==> src/rtl/control_unit_v2.sv <==
// control_unit_v2 -- multi-cycle control FSM for the microprocessor.
//
// Fetches an instruction over a req/ack memory handshake (any number of wait
// states), latches it into an internal IR and sequences the datapath:
// PC, MAR, register file, ALU select and data-memory strobes.
// The outputs are decoded from the state and the IR. The exceptions are
// pc_inc and the STR_DIR retire pulse, which also qualify on mem_ack.
//
// Parameters: ADDR_W (register/memory address fields), DATA_W (datapath,
//   immediate zero-extended to it), OPC_W (opcode width, >= 8).
//   Instruction word is OPC_W+3*ADDR_W: {F3, F2, F1, OPC}.
// Ports:
//   clk, rst (async, active-low)
//   instr, mem_ack                         : memory read bus / done
//   pc_inc, mar_load, mar_sel, mar_addr    : PC / MAR control
//   mem_req, mem_we                        : data-memory strobes
//   reg_re, rd_addr1, rd_addr2             : register read
//   reg_we, wr_addr, wr_sel, imm_data      : register write
//   alu_sel, flags_load                    : ALU control
//   instr_done, halted, illegal            : status
// Build option: define CU_ILLEGAL_TRAP_EN to trap on illegal opcodes. When it
//   is undefined, illegal opcodes retire as NOPs.
module control_unit_v2 #(
  parameter int ADDR_W = 8,
  parameter int DATA_W = 8,
  parameter int OPC_W  = 8
) (
  input  logic                      clk,
  input  logic                      rst,
  input  logic [OPC_W+3*ADDR_W-1:0] instr,
  input  logic                      mem_ack,
  output logic                      pc_inc,
  output logic                      mar_load,
  output logic                      mar_sel,
  output logic [ADDR_W-1:0]         mar_addr,
  output logic                      mem_req,
  output logic                      mem_we,
  output logic                      reg_re,
  output logic [ADDR_W-1:0]         rd_addr1,
  output logic [ADDR_W-1:0]         rd_addr2,
  output logic                      reg_we,
  output logic [ADDR_W-1:0]         wr_addr,
  output logic [1:0]                wr_sel,
  output logic [DATA_W-1:0]         imm_data,
  output logic [OPC_W-1:0]          alu_sel,
  output logic                      flags_load,
  output logic                      instr_done,
  output logic                      halted,
  output logic                      illegal
);
  localparam int IW = OPC_W + 3*ADDR_W;

  localparam logic [3:0] S_FETCH_ADDR = 4'd0, S_FETCH_MEM = 4'd1, S_DECODE = 4'd2,
                         S_READ       = 4'd3, S_ALU       = 4'd4, S_MEM_ADDR = 4'd5,
                         S_MEM_ACC    = 4'd6, S_WB        = 4'd7, S_HALT     = 4'd8,
                         S_TRAP       = 4'd9;

  localparam logic [OPC_W-1:0] OP_STR_IMM = OPC_W'(8'h01), OP_LOA_IMM = OPC_W'(8'h18),
                               OP_STR_DIR = OPC_W'(8'h02), OP_LOA_DIR = OPC_W'(8'h19),
                               OP_MOV     = OPC_W'(8'h1A), OP_CMP     = OPC_W'(8'h1B),
                               OP_HALT    = '1;

  logic [3:0]        state, state_nx;
  logic [IW-1:0]     ir;
  // Low from reset until the first rising edge; it holds every output at 0
  // while the state already sits at FETCH_ADDR.
  logic              run;
  logic [OPC_W-1:0]  opc;
  logic [ADDR_W-1:0] f1, f2, f3;
  logic is_imm, is_strd, is_lod, is_mov, is_alu, is_cmp, is_halt;

  assign opc = ir[OPC_W-1:0];
  assign f1  = ir[OPC_W +: ADDR_W];
  assign f2  = ir[OPC_W+ADDR_W +: ADDR_W];
  assign f3  = ir[OPC_W+2*ADDR_W +: ADDR_W];

  assign is_imm  = (opc == OP_STR_IMM) || (opc == OP_LOA_IMM);
  assign is_strd = (opc == OP_STR_DIR);
  assign is_lod  = (opc == OP_LOA_DIR);
  assign is_mov  = (opc == OP_MOV);
  assign is_cmp  = (opc == OP_CMP);
  assign is_halt = (opc == OP_HALT);
  assign is_alu  = opc inside {[OPC_W'(8'h03):OPC_W'(8'h0A)],
                               [OPC_W'(8'h0D):OPC_W'(8'h12)],
                               [OPC_W'(8'h14):OPC_W'(8'h17)]};

  always_ff @(posedge clk or negedge rst) begin
    if (!rst) begin
      state <= S_FETCH_ADDR;
      run   <= 1'b0;
      ir    <= '0;
    end else begin
      run   <= 1'b1;
      state <= run ? state_nx : S_FETCH_ADDR;
      if (run && state == S_FETCH_MEM && mem_ack) ir <= instr;
    end
  end

  always_comb begin
    state_nx = state;
    case (state)
      S_FETCH_ADDR: state_nx = S_FETCH_MEM;
      S_FETCH_MEM:  if (mem_ack) state_nx = S_DECODE;
      S_DECODE: begin
        if (is_imm)                                 state_nx = S_WB;
        else if (is_mov || is_alu || is_cmp || is_strd) state_nx = S_READ;
        else if (is_lod)                            state_nx = S_MEM_ADDR;
        else if (is_halt)                           state_nx = S_HALT;
        else begin
`ifdef CU_ILLEGAL_TRAP_EN
          state_nx = S_TRAP;
`else
          state_nx = S_FETCH_ADDR;
`endif
        end
      end
      S_READ:     state_nx = (is_alu || is_cmp) ? S_ALU : (is_mov ? S_WB : S_MEM_ADDR);
      S_ALU:      state_nx = is_cmp ? S_FETCH_ADDR : S_WB;
      S_MEM_ADDR: state_nx = S_MEM_ACC;
      S_MEM_ACC:  if (mem_ack) state_nx = is_strd ? S_FETCH_ADDR : S_WB;
      S_WB:       state_nx = S_FETCH_ADDR;
      S_HALT, S_TRAP: state_nx = state;
      default:    state_nx = S_FETCH_ADDR;
    endcase
  end

  always_comb begin
    pc_inc     = 1'b0;
    mar_load   = 1'b0;
    mar_sel    = 1'b0;
    mar_addr   = '0;
    mem_req    = 1'b0;
    mem_we     = 1'b0;
    reg_re     = 1'b0;
    rd_addr1   = '0;
    rd_addr2   = '0;
    reg_we     = 1'b0;
    wr_addr    = '0;
    wr_sel     = 2'b00;
    imm_data   = '0;
    alu_sel    = '0;
    flags_load = 1'b0;
    instr_done = 1'b0;
    halted     = 1'b0;
    illegal    = 1'b0;
    if (run) begin
      case (state)
        S_FETCH_ADDR: mar_load = 1'b1;
        S_FETCH_MEM: begin
          mem_req = 1'b1;
          pc_inc  = mem_ack;
        end
        S_DECODE: begin
`ifndef CU_ILLEGAL_TRAP_EN
          // Illegal opcode falls through as a one-cycle NOP retire.
          instr_done = !(is_imm || is_strd || is_lod || is_mov ||
                         is_alu || is_cmp || is_halt);
`endif
        end
        S_READ: begin
          reg_re = 1'b1;
          if (is_alu || is_cmp) begin
            rd_addr1 = f1;
            rd_addr2 = f2;
          end else begin
            rd_addr1 = f2;
          end
        end
        S_ALU: begin
          alu_sel    = opc;
          flags_load = 1'b1;
          instr_done = is_cmp;
        end
        S_MEM_ADDR: begin
          mar_sel  = 1'b1;
          mar_load = 1'b1;
          mar_addr = is_strd ? f1 : f2;
        end
        S_MEM_ACC: begin
          mem_req    = 1'b1;
          mem_we     = is_strd;
          instr_done = is_strd && mem_ack;
        end
        S_WB: begin
          reg_we     = 1'b1;
          instr_done = 1'b1;
          wr_addr    = is_alu ? f3 : f1;
          if (is_imm) begin
            wr_sel   = 2'b00;
            imm_data = DATA_W'(f2);
          end else if (is_lod) begin
            wr_sel   = 2'b01;
          end else if (is_alu) begin
            wr_sel   = 2'b10;
            alu_sel  = opc;
          end else begin
            wr_sel   = 2'b11;
          end
        end
        S_HALT: halted = 1'b1;
        S_TRAP: begin
          halted = 1'b1;
`ifdef CU_ILLEGAL_TRAP_EN
          illegal = 1'b1;
`endif
        end
        default: ;
      endcase
    end
  end

endmodule
==> config.mk <==
export PLATFORM = sky130hd
export DESIGN_NAME = control_unit_v2
export DESIGN_NICKNAME = d
export VERILOG_FILES = /design/src/rtl/control_unit_v2.sv
export SDC_FILE = /design/constraint.sdc
export NUM_CORES = 1
export LEC_CHECK = 0
export BUFFER_PORTS_ARGS = -buffer_cell sky130_fd_sc_hd__buf_4
export CAP_MARGIN = 40
export CORE_UTILIZATION = 50
export DETAILED_ROUTE_END_ITERATION = 7
export PLACE_DENSITY = 0.77
export SLEW_MARGIN = 20
export SYNTH_ARGS = -nofsm -noshare
export SYNTH_HDL_FRONTEND = slang
export SYNTH_SLANG_ARGS = --single-unit
export TNS_END_PERCENT = 1
==> constraint.sdc <==
create_clock -name clk -period 2.9 [get_ports clk]
set_clock_uncertainty 0.1 [all_clocks]
set_input_delay 0.145 -clock clk [delete_from_list [all_inputs] [get_ports clk]]
set_output_delay 0.145 -clock clk [all_outputs]
set_load 0.01 [all_outputs]
-- Yosys cells after proc, flatten, opt, wreduce, memory -nomap -nowiden
Index checks and enable logic that the tools add are counted.
- register bits after elaboration: 37
- latch bits: 0
- memory bits (writable): 0
- bits in read-only memories: 0
- input bits: 35
- output and inout port bits: 61
- logic and storage cells: 109
- memories kept: 0
- add/sub/neg operators: 0
- multiply operators: 0
- divide/modulo/power cells: 0
- order comparisons: 6
- equality and inequality tests: 19
- shift-type cells: 0
- multiplexer cells: 57
- bitwise operators: 0
- reductions and logical operators: 24
- operator list (cell ; number):
    two-way mux 8 bit ; 19
    == test 8 x 5 -> 1 bit (second input constant) ; 4
    one-hot mux 4 bit (8 select lines) ; 1
    two-way mux 4 bit ; 7
    two-way mux 1 bit ; 20
    == test 4 x 3 -> 1 bit (second input constant) ; 4
    <= comparator 8 x 5 -> 1 bit (second input constant) ; 2
    one-hot mux 8 bit (2 select lines) ; 1
    two-way mux 2 bit ; 6
    logical OR 1 bit ; 11
    == test 4 x 2 -> 1 bit (second input constant) ; 2
    == test 4 bit (second input constant) ; 2
    == test 8 x 1 -> 1 bit (second input constant) ; 1
    == test 8 x 2 -> 1 bit (second input constant) ; 1
    == test 8 bit (second input constant) ; 1
    greater-or-equal comparator 8 x 2 -> 1 bit (second input constant) ; 1
    greater-or-equal comparator 8 x 4 -> 1 bit (second input constant) ; 1
    greater-or-equal comparator 8 x 5 -> 1 bit (second input constant) ; 1
    <= comparator 8 x 4 -> 1 bit (second input constant) ; 1
    logical AND 1 bit ; 6
    two-way mux 3 bit ; 2
    inequality test 3 bit (second input constant) ; 2
    OR reduction 2 bit ; 3
    == test 4 x 1 -> 1 bit (second input constant) ; 1
    other kinds (6) ; 6

-- Longest topological paths before layout
Gate-level depths: netlist of the first run.
- depth in word-level cells: 11
- depth in mapped cells: 8

-- Worst setup path after synthesis of the first run
No wires, ideal clock.
- path type: register -> register
- start: register ir[6]
- end: register state[1]
- setup time: 0.126 ns
- arrival: 1.889 ns
- required time: 2.674 ns
- setup slack: 0.785 ns
- stages on the path, launching flop included: 7
- path buffers: 1
- period minus slack after synthesis: 2.115 ns
- path through: dfrtp_1 > or4_1 > buf_2 > or3_4 > nand3b_1 > nand3b_1 > a221o_1
- longest elaborated chain between the ends: 10
- RTL lines (what ; RTL line ; source):
    start: declaration ; 64 ; logic [IW-1:0] ir;
    start signal: assignment ; 95 ; if (run && state == S_FETCH_MEM && mem_ack) ir <= instr;
    greater-or-equal comparator 8 x 2 -> 1 bit, or another cell as far along ; 83 ; assign is_alu = opc inside {[OPC_W'(8'h03):OPC_W'(8'h0A)],
    logical AND 1 bit ; 83 ;
    nonzero test 3 bit ; 83 ;
    logical OR 1 bit (3 in series) ; 106 ; else if (is_mov || is_alu || is_cmp || is_strd) state_nx = S_READ;
    two-way mux 4 bit ; 106 ;
    two-way mux 4 bit ; 105 ; if (is_imm) state_nx = S_WB;
    one-hot mux 4 bit (8 select lines) (*) ; 101 ; case (state)
    two-way mux 4 bit (*) ; 94 ; state <= run ? state_nx : S_FETCH_ADDR;
    end signal: assignment ; 94 ;
    end: declaration ; 63 ; logic [3:0] state, state_nx;
Mark *: on every way between the ends. The rest lies on a longest branch, timed or not. The select of a mux whose other input is x is not followed.
A chain may end at the register's enable or synchronous reset.

-- Final worst setup path of the first run
- start: register ir[2]
- end: output port rd_addr2[1]
- longest elaborated chain between the ends: 7
- RTL lines (what ; RTL line ; source):
    greater-or-equal comparator 8 x 2 -> 1 bit, or another cell as far along ; 83 ;
    logical AND 1 bit ; 83 ;
    nonzero test 3 bit ; 83 ;
    logical OR 1 bit (*) ; 162 ; if (is_alu || is_cmp) begin
    two-way mux 8 bit (*) ; 162 ;
    two-way mux 8 bit (*) ; 147 ; case (state)
    two-way mux 8 bit (*) ; 146 ; if (run) begin
    end: declaration ; 40 ; output logic [ADDR_W-1:0] rd_addr2,
Mark *: on every way between the ends. The rest lies on a longest branch, timed or not.

==> results of run 1 <==
-- cells in the mapped netlist, drive strengths merged, types with 2 or more instances --
master	instances
and3	19
dfrtp	37
nand4	8
a21oi	9
clkbuf	14
or2	2
or3	4
o31ai	2
and2	12
buf	11
a32oi	8
o21ai	18
inv	5
o21a	2
nand3b	2
nor3b	2
conb	2
nor4	2
nor3	4
mux2i	8
nor2	21
nor2b	9
nand3	21
nand2	27
mux2	31
nand2b	2
xor2	2
a31oi	3
a21o	2
and3b	2
o211ai	2
-- cells in the final DEF, fill, tap and decap left out, types with 5 or more instances in the layout --
master           n
a21oi_1          8
a32oi_1          8
and2_1          10
and3_1          19
buf_4          100
clkbuf_8         5
dfrtp_1         37
dlygate4sd3_1   32
inv_1            5
mux2_2          31
mux2i_1          8
nand2_1         27
nand3_1         21
nand4_1          8
nor2_1          21
nor2b_1          9
o21ai_0         17
-- final cells by class --
| cell class | instances | area [sq um] | area share, % |
|---|---|---|---|
| inverters | 6 | 22.5 | 0.580 |
| clock inverters | 3 | 68.8 | 1.77 |
| clock buffers | 5 | 68.8 | 1.77 |
| repair buffers | 133 | 1090 | 28.1 |
| multi-input cells | 242 | 1620 | 41.7 |
| flip-flops and latches | 37 | 926 | 23.8 |
| well taps | 70 | 87.6 | 2.25 |
-- state kept, by name, indices dropped and copies added (netlist names) --
| name | flops |
|---|---|
| ir | 32 |
| state | 4 |
| run | 1 |
-- routing by layer --
metal,vias to the layer above,wire [um],global-route usage [%]
met3,14,401,4.10
met2,136,3950,44.9
met5,-,0,0
met1,1337,3470,39.2
met4,0,138,7.00
li1,1362,-,-
-- per-stage QoR --
step	cell area (sq um)	setup slack [ps]
floorplan	2710	785
global placement	3420	536
detailed placement	3420	502
CTS	3880	168
global route	3890	69.1
finish	3890	264
-- worst max-delay path, delay by kind of cell (launching register included) --
kind	cells	cell delay [ps]
and+or+nand+nor	3	780
buffers and inverters	1	120
AOI/OAI and AO/OA	2	680
DFF	1	520
-- where the power goes --
group / internal (uW) / leakage, uW / switching, uW
clock: 346 / 0.0000687 / 207
combinational: 556 / 0.00133 / 587
sequential: 754 / 0.000449 / 376
total: 1660 / 0.00184 / 1170
-- timing repair --
action,in CTS,in global routing
endpoints found under the setup margin,0,8
buffers inserted,0,0
gates resized for setup,0,1
endpoints found under the hold margin,68,0
hold buffers,32,0
-- worst min path at each step --
stage | to | slack (ps) | depth (start not counted)
after floorplan | ir[0] | -250 | 0
after global placement | ir[0] | 30 | 1
after detailed placement | ir[5] | 40 | 1
after CTS | ir[16] | 6 | 2
after global routing | ir[16] | 2 | 2
final | ir[16] | 6 | 2
-- cell families after synthesis --
family / synth area share [%]
compound gates: 13.0
xor+xnor: 0.972
buf+inv: 6.29
flops: 34.2
mux: 15.9
other cells: 0.278
simple gates: 29.4
==> qor.yml, run 1 <==
status: "finished clean"
powerDensity_nw_per_um2: 727
vias_per_cell: 5.74
dr.pass1.iters: 7
synthFlopType: "dfrtp_1"
postLayoutCoreUtil_pct: 75.1
r2r_end: "state[1]"
grt_pass1_vias: 2510
finalPower_uw: 2830
crit_path_start: "ir[2]"
cts_max_level: 2
synth_seq_cells: 37
syn_inst: 310
syn_avg_cell_area_sq_um: 8.73
cp-end-kind: "output pin"
worstPathCellList: "nor2b_1 > o21ai_0 > nand3_1 > a21oi_2 > and3_1 > buf_4"
grt_usage_pct: 27.8
period_minus_slack_ps: 2640
core_sq_um: 5170
port_buffers: 94
ys_top_cells_by_area: "dfrtp_1, mux2_2, and3_1"
cts_buffers: 5
synth_area_sq_um: 2710
routed_wl_um: 7970
drc: 0
drive_above_1_share_pct: 34.7
peakVddDrop_v: 0.000443
yosys.area.top_type_share_pct: 34.2
clkLatencyLatePin_ps: 300
dp_hpwl_um: 5340
hp-class: "in2reg"
period_share_pct: 90.9
worstSetupPathType: "reg2out"
numClockSinks: 37
clock-root-buffer: "clkbuf_8"
ioPinCount: 96
min-delay-start: "instr[16]"
worstPathRequired_ps: 2650
rr_worst_depth: 5
r2r_slack_ps: 590
power_leakage_uw: 0.00184
avgRoutedWirePerCell_um: 16.1
area_delta_synth_final_pct: 43.7
cts_buffer_depth: 2
crit_slowest_cell: "dfrtp_1"
synthArstFlopShare_pct: 100
crit_end: "rd_addr2[1]"
finalMaxSlewViolations: 0
grt_max_degree: 38
cp.arrival_ps: 2390
synth_cell_types: 57
hold_slack_ps: 6.07
grt_pass1_wl_um: 12000
r2r-start: "ir[2]"
num_rows: 26
slew_headroom_pct: 66.0
finalSetupViolCount: 0
dr_total_vias: 2849
worst_pin_slew_ps: 510
nets: 460
antenna_found_initial: 0
cp-start-kind: "flop"
place_inst: 456
grt_overflow: 0
synth-edff-count: 0
synth_nets: 345
yosysWarnings: 0
fmax_mhz: 379
clk_pin_slew_worst_paths_ps: 80
drt_iter0_drc: 338
finalHoldViolCount: 0
maxCapViolations: 0
setup_tns_ps: 0
fillCellCount: 362
critPathMaxStageDelay_ps: 520
rsz0062_at_grt: "no"
ant_nets: 0
die_w_um: 75.6
ys_seq_area_share_pct: 34.2
die_y_um: 75.6
layoutNonFillerInstCount: 496
cts_tree: "yes"
fp.dieArea_sq_um: 5710
gp_congestion: 0.913
diodes: 0
critPathMaxFanout: 15
yosys.area.top_type: "dfrtp_1"
initial_core_util_pct: 52.3
No activity file was read; power rests on OpenSTA's default activity.
==> run 2, diff against run 1 <==
--- a/config.mk
+++ b/config.mk
@@ -5,11 +5,12 @@
 export SDC_FILE = /design/constraint.sdc
 export NUM_CORES = 1
 export LEC_CHECK = 0
+export ABC_AREA = 1
 export BUFFER_PORTS_ARGS = -buffer_cell sky130_fd_sc_hd__buf_4
 export CAP_MARGIN = 40
 export CORE_UTILIZATION = 50
 export DETAILED_ROUTE_END_ITERATION = 7
-export PLACE_DENSITY = 0.77
+export PLACE_DENSITY = 0.78
 export SLEW_MARGIN = 20
 export SYNTH_ARGS = -nofsm -noshare
 export SYNTH_HDL_FRONTEND = slang
==> run 2 against run 1 <==
Effect of this change:
- core utilization is 2.0 points higher
- cell area is 5.0% lower
- largest power group unchanged
- via count is 1.5% higher
- sequential power is 15% lower
- largest cell class unchanged
- combinational power is 5% higher
- synthesized cell count is 20% higher
- clock-buffer cell count stayed put
- global-route usage is 2.9 points higher
- sequential cell count stayed put
- final cell count is 14% higher
==> qor.yml, run 2 <==
critPathMostFrequentCell: "inv_1"
top_regs: "ir x32, state x4, run x1"
cts_buffers: 5  # unchanged
synth_seq_cells: 37  # unchanged
clk_pin_slew_worst_paths_ps: 80  # about the same
crit_buf_inv: 3  # +2
p_sw_uw: 1220  # +4.3%
finalPower_uw: 2630  # -7.0%
yosysMostFrequentCell: "nand2_1"
initial_core_util_pct: 52.7  # +0.41 points
r2r_end: "state[2]"
crit_family: "simple AND/OR/NAND/NOR gates"
clkLatencyLatePin_ps: 300  # about the same
layout_commonest_cell: "buf_4"
cp.arrival_ps: 2300  # -90 ps
p_comb_share_pct: 45.5  # +5.1 points
topRoutingLayerUsed: "met4"
internal_power_uw: 1410  # -15%
setup_tns_ps: 0  # unchanged
slew_headroom_pct: 60.2  # -5.8 points
pwr-share-clk_pct: 17.8  # -1.8 points
critPathMaxStageDelay_ps: 460  # -60 ps
period_share_pct: 87.7  # -3.2 points
drive_above_1_share_pct: 29.8  # -4.9 points
maxCapViolations: 0  # unchanged
fmax_mhz: 393  # +3.7%
routed_wl_um: 7840  # -1.6%
dr_wl_met2_um: 3770  # -4.7%
syn_inst: 373  # +20%
synth_nets: 408  # +18%
worstSetupPathType: "reg2out"
die_w_um: 73.0  # -3.3%
core_sq_um: 4790  # -7.5%
dr_total_vias: 2892  # +1.5%
area_delta_synth_final_pct: 46.3
numClockSinks: 37  # unchanged
nets: 530  # +15%
cp-end-kind: "output pin"
hold_slack_ps: 207  # +201 ps
cts_resized: 0  # unchanged
cp-start-kind: "flop"
dr_wl_met3_um: 491  # +22%
period_minus_slack_ps: 2540  # -93.0 ps
fp.dieArea_sq_um: 5330  # -6.6%
grt_overflow: 0  # unchanged
dr.pass1.iters: 5  # -2
cts_tree: "yes"
fillCellCount: 375  # +3.6%
cp_num_cells: 7  # +1
hp-class: "in2reg"
r2r_slack_ps: 880  # +290 ps
clock-root-buffer: "clkbuf_8"
design_area_sq_um: 3690  # -5.0%
worst_pin_slew_ps: 596  # +86.2 ps
crit_path_start: "state[0]"
power_leakage_uw: 0.00191  # +3.4%
critPathMaxFanout: 13  # -2
regArea_sq_um: 926  # unchanged
ys_top_cells_by_area: "dfrtp_1, nand2_1, nor2_1"
cts_max_level: 2  # unchanged
place_area_sq_um: 3250  # -5.2%
dp_hpwl_um: 5530  # +3.5%
vias_per_cell: 5.14  # -11%
diodes: 0  # unchanged
ioPinCount: 96  # unchanged
grt_max_degree: 38  # unchanged
ys_seq_area_share_pct: 36.7  # +2.5 points
regMostFlops: "ir"
switching_share_pct: 46.4  # +5.0 points
synthFlopType: "dfrtp_1"
drc: 0  # unchanged
grt_usage_pct: 30.7  # +2.9 points
antenna_found_initial: 0  # unchanged
status: "finished clean"
dp_slack_ps: 740  # +238 ps
crit_slowest_cell: "dfrtp_1"
met1Wirelength_um: 3400  # -2.0%
largest_reg_flops: 32  # unchanged
cts_buffer_depth: 2  # unchanged
p_seq_share_pct: 36.7  # -3.3 points
finalHoldViolCount: 0  # unchanged
ant_nets: 0  # unchanged
post-cts-setup-buffer-count: 0  # unchanged
powerDensity_nw_per_um2: 712  # -2.1%
yosys.area.top_type: "dfrtp_1"
synth_cell_types: 27  # -53%
finalSetupViolCount: 0  # unchanged
gp_congestion: 0.883  # -3.3%
grt_pass1_vias: 2671  # +6.4%
avgRoutedWirePerCell_um: 13.9  # -13%
setup_slack_ps: 357  # +93.0 ps
rr_worst_depth: 8  # +3
crit_end: "imm_data[2]"
die_y_um: 73.0  # -3.3%
worstPathCellList: "nand2_1 > nor2_1 > inv_1 > nor2_2 > inv_1 > nor3_1 > buf_4"
yosys.area.top_type_share_pct: 36.7  # +2.5 points
rsz0062_at_grt: "no"
synth-edff-count: 0  # unchanged
num_rows: 25  # -3.8%
yosysWarnings: 0  # unchanged
finalMaxSlewViolations: 0  # unchanged
syn_avg_cell_area_sq_um: 6.76  # -23%
grt_pass1_wl_um: 12500  # +4.0%
yosys-top-cells-count: "nand2_1, nor2_1, inv_1"
final_cell_mix: "buf_4, nand2_1, nor2_1"
worstPathRequired_ps: 2650  # about the same
synth_area_sq_um: 2520  # -6.8%
synthArstFlopShare_pct: 100  # unchanged
multi_input_comb_area_sq_um: 1310  # -19%
port_buffers: 94  # unchanged
peakVddDrop_v: 0.000471  # +6.3%
r2r-start: "ir[6]"
drt_iter0_drc: 218  # -36%
[run 2: cell types whose count changed after synthesis, sizes merged, moves of 9 or more]
cell / delta
and3: -19
nor2: +35
nand2: +70
nor2b: -9
a21oi: +10
and2: -12
o21ai: +23
mux2: -31
inv: +48
nor3: +15
clkbuf: -12
[run 2: worst min path at each step]
stage               cells past startpoint    start  slack, ps  endpoint
global placement                        1      rst         30     ir[2]
detailed placement                      1      rst         30     ir[3]
global route                            4  mem_ack        260  state[1]
finish                                  4  mem_ack        210  state[1]
CTS                                     4  mem_ack        210  state[1]
floorplan                               0      rst       -250     ir[0]
[run 2: cells by family after synthesis]
| group | Yosys count | synth area share (%) |
|---|---|---|
| AOI/OAI and AO/OA | 65 | 14.9 |
| buffers and inverters | 68 | 11.4 |
| DFF | 37 | 36.7 |
| other | 2 | 0.298 |
| and+or+nand+nor | 201 | 36.7 |
[run 2: through the flow]
| stage | utilization, % | std cells |
|---|---|---|
| 6_report | 77.1 | 563 |
| 5_1_grt | 77.1 | 563 |
| 4_1_cts | 77.1 | 563 |
| 3_5_place_dp | 67.8 | 522 |
| 3_3_place_gp | 67.8 | 522 |
| 2_1_floorplan | - | 373 |
[run 2: worst min-delay path: cells and delay by family]
kind | cells | cell delay (ps)
AND/OR/NAND/NOR | 2 | 250
buffers and inverters | 2 | 160
[run 2: power by group through the flow]
stage / Sequential, uW / Clock [uW] / Combinational [uW]
2_1_floorplan: 909 / 0 / 909
3_3_place_gp: 956 / 0 / 1120
3_5_place_dp: 966 / 0 / 1140
4_1_cts: 956 / 466 / 1180
5_1_grt: 994 / 489 / 1330
6_report: 963 / 468 / 1200
[run 2: final cells by class]
class | count | share of cell area (%)
sequential | 37 | 25.1
clock inverter | 3 | 1.25
inverter | 53 | 5.39
clock buffer | 5 | 1.86
timing repair buffer | 130 | 28.7
multi-input combinational | 268 | 35.5
tap | 67 | 2.27
[run 2: repair_timing]
action | CTS | global route
hold buffers | 33 | 0
endpoints found under the setup margin | 0 | 0
endpoints found under the hold margin | 69 | 0
[run 2: layer usage]
| layer | GRT usage (%) | up-vias |
|---|---|---|
| met5 | 0 | - |
| met4 | 12.6 | 0 |
| met3 | 4.70 | 18 |
| met2 | 48.7 | 124 |
| met1 | 41.8 | 1319 |
| li1 | - | 1431 |
